File: src/rtl/sat_pkg.sv
// rtl/sat_pkg.sv - shared loader FSM states and 2-bit literal encodings
package sat_pkg;

   typedef enum logic [2:0] {
      IDLE,
      LOAD,
      CLEAR,
      STORE_RD,
      STORE_WAIT,
      DONE
   } loader_state_e;

   // A literal slot carries one of these codes per variable
   localparam logic [1:0] LIT_ABSENT = 2'b00;
   localparam logic [1:0] LIT_POS    = 2'b01;
   localparam logic [1:0] LIT_NEG    = 2'b10;
   localparam logic [1:0] LIT_BOTH   = 2'b11;

endpackage

File: src/rtl/onehot_dec.sv
// rtl/onehot_dec.sv - binary slot index to one-hot strobe vector
// Indices at or beyond N decode to all zeros.
module onehot_dec #(
   parameter int N = 8,
   parameter int W = $clog2(N + 1)
) (
   input  logic [W-1:0] idx_i,
   output logic [N-1:0] oh_o
);

   always_comb begin
      oh_o = '0;
      for (int i = 0; i < N; i++) begin
         if (idx_i == W'(i)) oh_o[i] = 1'b1;
      end
   end

endmodule

File: src/rtl/clause_loader.sv
// rtl/clause_loader.sv - loads clauses into a slot array, zero-fills the rest, optional readback
// Readback path enabled by defining CLAUSE_LOADER_READBACK_EN.
module clause_loader
   import sat_pkg::*;
#(
   parameter int NUM_CLAUSES = 8,
   parameter int NUM_VARS    = 8,
   parameter int WIDTH_C_LEN = 4
) (
   input  logic                               clk,
   input  logic                               rst,
   input  logic                               start_load_i,
   input  logic                               start_store_i,
   input  logic [$clog2(NUM_CLAUSES+1)-1:0]   num_clauses_i,
   input  logic [NUM_VARS*2-1:0]              src_clause_i,
   input  logic [WIDTH_C_LEN-1:0]             src_len_i,
   input  logic                               src_valid_i,
   output logic                               src_ready_o,
   output logic [NUM_CLAUSES-1:0]             wr_o,
   output logic [NUM_CLAUSES-1:0]             rd_o,
   output logic [NUM_VARS*2-1:0]              clause_o,
   output logic [WIDTH_C_LEN-1:0]             clause_len_o,
   input  logic [NUM_VARS*2-1:0]              clause_i,
   output logic [NUM_VARS*2-1:0]              store_clause_o,
   output logic                               store_valid_o,
   input  logic                               store_ready_i,
   output logic                               busy_o,
   output logic                               done_o
);

   localparam int CW = $clog2(NUM_CLAUSES + 1);
   localparam int DW = NUM_VARS * 2;
   localparam logic [CW-1:0] CNT_ONE  = CW'(1);
   localparam logic [CW-1:0] CNT_MAX  = CW'(NUM_CLAUSES);
   localparam logic [CW-1:0] CNT_LAST = CW'(NUM_CLAUSES - 1);

   loader_state_e          state_q, state_d;
   logic [CW-1:0]          cnt_q, cnt_d;
   logic [CW-1:0]          count_q, count_d;
   logic [NUM_CLAUSES-1:0] wr_q, wr_d;
   logic [DW-1:0]          clause_q, clause_d;
   logic [WIDTH_C_LEN-1:0] len_q, len_d;
   logic [DW-1:0]          st_clause_q, st_clause_d;
   logic                   st_valid_q, st_valid_d;
   logic [NUM_CLAUSES-1:0] slot_oh;

   onehot_dec #(.N(NUM_CLAUSES), .W(CW)) u_slot_dec (
      .idx_i (cnt_q),
      .oh_o  (slot_oh)
   );

   always_comb begin
      state_d     = state_q;
      cnt_d       = cnt_q;
      count_d     = count_q;
      wr_d        = '0;
      clause_d    = '0;
      len_d       = '0;
      st_clause_d = st_clause_q;
      st_valid_d  = st_valid_q;
      case (state_q)
         IDLE: begin
            if (start_load_i) begin
               cnt_d   = '0;
               count_d = (num_clauses_i > CNT_MAX) ? CNT_MAX : num_clauses_i;
               state_d = (num_clauses_i == '0) ? CLEAR : LOAD;
            end
`ifdef CLAUSE_LOADER_READBACK_EN
            else if (start_store_i) begin
               cnt_d   = '0;
               state_d = STORE_RD;
            end
`endif
         end
         LOAD: begin
            if (src_valid_i) begin
               wr_d     = slot_oh;
               clause_d = src_clause_i;
               len_d    = src_len_i;
               cnt_d    = cnt_q + CNT_ONE;
               if (cnt_q + CNT_ONE == count_q) begin
                  state_d = (count_q == CNT_MAX) ? DONE : CLEAR;
               end
            end
         end
         CLEAR: begin
            // Zero-fill so stale clauses from an earlier load cannot survive
            wr_d  = slot_oh;
            cnt_d = cnt_q + CNT_ONE;
            if (cnt_q == CNT_LAST) state_d = DONE;
         end
`ifdef CLAUSE_LOADER_READBACK_EN
         STORE_RD: begin
            st_clause_d = clause_i;
            st_valid_d  = 1'b1;
            state_d     = STORE_WAIT;
         end
         STORE_WAIT: begin
            if (store_ready_i) begin
               st_valid_d = 1'b0;
               if (cnt_q == CNT_LAST) begin
                  state_d = DONE;
               end else begin
                  cnt_d   = cnt_q + CNT_ONE;
                  state_d = STORE_RD;
               end
            end
         end
`endif
         DONE: begin
            cnt_d   = '0;
            state_d = IDLE;
         end
         default: state_d = IDLE;
      endcase
   end

   always_ff @(posedge clk) begin
      if (rst) begin
         state_q     <= IDLE;
         cnt_q       <= '0;
         count_q     <= '0;
         wr_q        <= '0;
         clause_q    <= '0;
         len_q       <= '0;
         st_clause_q <= '0;
         st_valid_q  <= 1'b0;
      end else begin
         state_q     <= state_d;
         cnt_q       <= cnt_d;
         count_q     <= count_d;
         wr_q        <= wr_d;
         clause_q    <= clause_d;
         len_q       <= len_d;
         st_clause_q <= st_clause_d;
         st_valid_q  <= st_valid_d;
      end
   end

   assign src_ready_o  = (state_q == LOAD);
   assign wr_o         = wr_q;
   assign clause_o     = clause_q;
   assign clause_len_o = len_q;
   assign busy_o       = (state_q != IDLE);
   assign done_o       = (state_q == DONE);

`ifdef CLAUSE_LOADER_READBACK_EN
   // Array read data is combinational, so the read strobe is too
   assign rd_o           = (state_q == STORE_RD) ? slot_oh : '0;
   assign store_clause_o = st_clause_q;
   assign store_valid_o  = st_valid_q;
`else
   logic unused_readback;
   assign unused_readback = ^{clause_i, store_ready_i, start_store_i, st_clause_q, st_valid_q};
   assign rd_o           = '0;
   assign store_clause_o = '0;
   assign store_valid_o  = 1'b0;
`endif

endmodule

File: config.mk
export PLATFORM = sky130hd
export DESIGN_NAME = clause_loader
export DESIGN_NICKNAME = d
export VERILOG_FILES = /design/src/rtl/sat_pkg.sv /design/src/rtl/onehot_dec.sv /design/src/rtl/clause_loader.sv
export SDC_FILE = /design/constraint.sdc
export NUM_CORES = 1
export LEC_CHECK = 0
export CAP_MARGIN = 20
export CORE_UTILIZATION = 37
export DETAILED_ROUTE_END_ITERATION = 12
export PLACE_DENSITY_LB_ADDON = 0.2
export SLEW_MARGIN = 30
export SYNTH_ARGS = -nofsm -noshare
export SYNTH_HDL_FRONTEND = slang
export SYNTH_SLANG_ARGS = --single-unit
File: constraint.sdc
create_clock -name clk -period 1.8 [get_ports clk]
set_input_delay 0.36 -clock clk [delete_from_list [all_inputs] [get_ports clk]]
set_output_delay 0.36 -clock clk [all_outputs]
set_load 0.01 [all_outputs]
==> out/results.env <==
ROUTED_WIRELENGTH_UM=3140
DATA_REQUIRED_TIME_AT_THE_WORST_ENDPOINT_NS=1.44
VDD_DROP_MAX_mV=0.544
DRV.MAX_CAP_VIOLATION_COUNT=0
PWR_DENSITY_CELL_nW_PER_UM2=1030
SYN2LAYOUT_AREA_GROWTH_PCT=43.4
DRCVIOLATIONCOUNT=8
VIAS=1320
CLK_TREE_ROOT_CELL='clkbuf_8'
PLACEMENTROWS=24
POWER.COMBINATIONAL.FRACTION_PCT=35.9
CRITPATHBUFINV=2
TIMING.FINAL.CRIT_SHARE_PCT=93.7
TIMING.CRITICAL_PATH.SLOWEST_STAGE_CELL='or3b_1'
CRITICAL_PATH.MAX_FANOUT=2
YS.FLOP_TYPE='dfxtp_1'
SYNTHARSTFLOPSHARE_PCT=0
DIEAREA_UM2=4970
ROUTEDWLPERCELL_UM=10.4
NUM-NETS-FINAL=301
GLOBAL_ROUTE_WIRE_LENGTH_BEFORE_REPAIR_UM=5210
GRT-OVFL-TOTAL=0
SYNTH-EDFF-COUNT=0
CLOCK_POWER_SHARE_PCT=26.3
FINAL-HOLD-VIOLATION-COUNT=0
FINAL_ESTIMATED_ROUTING_CONGESTION_IN_GLOBAL_PLACEMENT=0.795
DETAIL_ROUTE.ITER0.VIOLATIONS=36
SYNTH_WARNINGS=0
DIODES=0
TOTAL_OF_FLIP_FLOPS_PLUS_LATCHES_AFTER_SYNTHESIS=39
POWER.SWITCHING_uW=729
TIMING_WORST_SETUP_PATH_TYPE='reg2out'
CTS_INSERTED_BUFFERS=5
FINALCLOCKSKEW_NS=0.00343
MOST_COMMON_LIBRARY_CELL_IN_THE_LAYOUT_IGNORING_FILL_AND_TAPS='clkdlybuf4s50_1'
CORE-AREA_UM2=4440
REPORT.FINAL.SETUP_VIOL=0
PORTBUFFERS=58
SYNTHCELLS=177
FMAX_MHz=593
FINALSETUPTNS_NS=0
CTS.SINK_COUNT=39
REG_CLK_SLEW_REPORTED_PATHS_NS=0.07
UNREPAIRED_SETUP_ENDPOINTS_AFTER_GLOBAL_ROUTING='false'
VIAS_PER_CELL=4.36
FINALCOREUTILIZATION_PCT=56.0
FINISH.CELL_COUNT_WITHOUT_FILLERS=303
CP_SLOWEST_STAGE_DELAY_NS=0.39
HTREE_NUM_LEVELS=2
CELL_INTERNAL_PWR_mW=1.84
WORSTSKEWPAIRLATENCY_NS=0.28
CRIT_PATH_CELL_TRACE='or3b_1 -> inv_1 -> dlygate4sd2_1'
END_KIND='output port'
TIMING.HOLD.WORST.START='count_q[3]$_SDFFE_PP0P_'
INITIAL_CORE_UTIL_PCT=39.1
NETLIST-CELL-TYPE-COUNT=40
SYN_AREA_PER_CELL_UM2=9.81
GRT_UTIL_ALL_LAYERS_PCT=13.6
NUMBER_OF_ANTENNA_VIOLATIONS_AT_THE_FIRST_CHECK_IN_GLOBAL_ROUTING=0
SWITCHING_SHARE_PCT=28.4
CHIPWIDTH_UM=70.5
DRIVE_GT1_SHARE_PCT=11.2
RR_WORST_DEPTH=6
FIN_CRIT_NS=1.69
NUMBER_OF_GLOBAL_ROUTE_VIAS_BEFORE_REPAIR=1129
MOSTFREQUENTLAYOUTCELLS='55 x clkdlybuf4s50_1, 39 x dfxtp_1, 29 x and2_1'
VIOLATIONS_IN_THE_FINAL_REPORTS='DRC'
DRT_PASS1_ITERATIONS=8
R2R_SETUP_SLACK_NS=0.14
DIE_Y_UM=70.5
HOLDBUFCOUNTCTS=0
WORST-ENDPOINT-ARRIVAL_NS=1.33
TIMING.RR.END='state_q[0]$_SDFFE_PP0P_'
TOP_CELL_FAMILY_BY_DELAY_ON_THE_CRITICAL_PATH='simple AND/OR/NAND/NOR gates'
CTS_TREE='done'
TIMING_MAX_TRANSITION_VIOLATIONS_FINAL=0
NUMPLACEDINSTANCES=296
YS_SEQ_AREA_SHARE_PCT=45.0
CELLLEAKAGEPOWER_nW=1.06
STARTPOINT_TYPE='register'
LARGEST_BUFFER_COUNT_ON_ANY_CLOCK_PATH=2
SYNTH.CELL_AREA_UM2=1740
MIN_TO='count_q[3]$_SDFFE_PP0P_'
HOLD_PATH.CLASS='reg2reg'
ANT_NETS=0
HOLD_PATH_DEPTH=2
STATUS='complete, but fails checks'
IOPINCOUNT=102
PLACE.DETAILED.HPWL_UM=2390
POWER.SEQUENTIAL.FRACTION_PCT=37.8
R2R_START='cnt_q[0]$_SDFFE_PP0P_'
NUM-FILL-CELLS=406
PIN_COUNT_OF_THE_BIGGEST_NET_ENTERING_GLOBAL_ROUTING=21
[synthesized netlist by cell type, types with 3 or more instances]
cell type	count	share of area, %
nand3b_1	6	2.6
buf_4	26	11
and3_1	3	1.1
inv_1	8	1.7
dfxtp_1	39	45
and2_1	29	10
nand2_1	7	1.5
ha_1	4	2.9
o21ai_0	3	0.86
a21oi_1	9	2.6
[layout make-up]
cell class / instances / area, um2 / share of cell area, %
multi-input combinational: 123 / 802 / 32.2
timing repair buffer: 74 / 709 / 28.5
sequential: 39 / 781 / 31.4
inverter: 8 / 30.0 / 1.21
tap: 52 / 65.1 / 2.61
clock inverter: 1 / 30.0 / 1.21
clock buffer: 6 / 72.6 / 2.91
[sequential cells by signal, summed over array words and instances (netlist names)]
signal        count
state_q           3
cnt_q             4
clause_len_o      4
clause_o         16
count_q           4
wr_o              8
[power groups by stage]
stage	combinational [mW]	sequential (mW)	clock (mW)
final	0.922	0.972	0.675
after global routing	1.02	0.982	0.729
after CTS	0.923	0.973	0.699
after detailed placement	0.929	0.993	0
after global placement	0.927	0.992	0
after floorplan	0.570	1.01	0
[stage by stage]
stage / total power [mW] / setup slack, ns / hold WS (ns) / cell area [um2]
5_1_grt: 2.74 / 0.0189 / 0.524 / 2490
6_report: 2.57 / 0.113 / 0.486 / 2490
3_5_place_dp: 1.92 / -0.0402 / 0.477 / 2380
3_3_place_gp: 1.92 / -0.0186 / 0.470 / 2380
4_1_cts: 2.60 / 0.0533 / 0.487 / 2480
2_1_floorplan: 1.58 / 0.214 / 0.441 / 1830
[tightest hold or removal path, cell delays in order (launching register included)]
cell	delay [ns]
dfxtp_1	0.33
nand2_1	0.06
a21oi_1	0.05
[timing repair]
| item | in CTS | in global routing |
|---|---|---|
| buffers inserted | 0 | 0 |
| resized for setup | 4 | 1 |
| endpoints found under the setup margin | 3 | 3 |
[kinds of logic (layout without fill, tap and decap cells)]
| group | after synthesis | count (layout) | share of synthesized area [%] |
|---|---|---|---|
| and+or+nand+nor | 60 | 60 | 21.8 |
| xor gates and xnor gates | 5 | 5 | 3.39 |
| adders and majority gates | 4 | 4 | 2.88 |
| other | 1 | 25 | 0.216 |
| AOI/OAI and AO/OA | 25 | 25 | 9.65 |
| buffers and inverters | 39 | 89 | 14.6 |
| DFF | 39 | 39 | 45.0 |
| muxes | 4 | 4 | 2.45 |
[how the worst max path moves through the flow]
stage / from / endpoint / cells after the start
2_1_floorplan: cnt_q[0]$_SDFFE_PP0P_ / state_q[2]$_SDFFE_PP0P_ / 6
3_3_place_gp: src_valid_i / state_q[2]$_SDFFE_PP0P_ / 5
3_5_place_dp: src_valid_i / state_q[2]$_SDFFE_PP0P_ / 5
4_1_cts: cnt_q[0]$_SDFFE_PP0P_ / state_q[0]$_SDFFE_PP0P_ / 6
5_1_grt: cnt_q[0]$_SDFFE_PP0P_ / state_q[0]$_SDFFE_PP0P_ / 6
6_report: state_q[2]$_SDFFE_PP0P_ / src_ready_o / 3
[per-layer routing]
metal | GRT usage (%) | up-vias | part of all wire [%]
met5 | 0 | - | 0
met4 | 5.44 | 0 | 1.3
met3 | 4.91 | 7 | 6.8
met2 | 20.3 | 56 | 45
met1 | 18.0 | 577 | 46
li1 | - | 680 | -
Power figures use the tool's default switching activity.
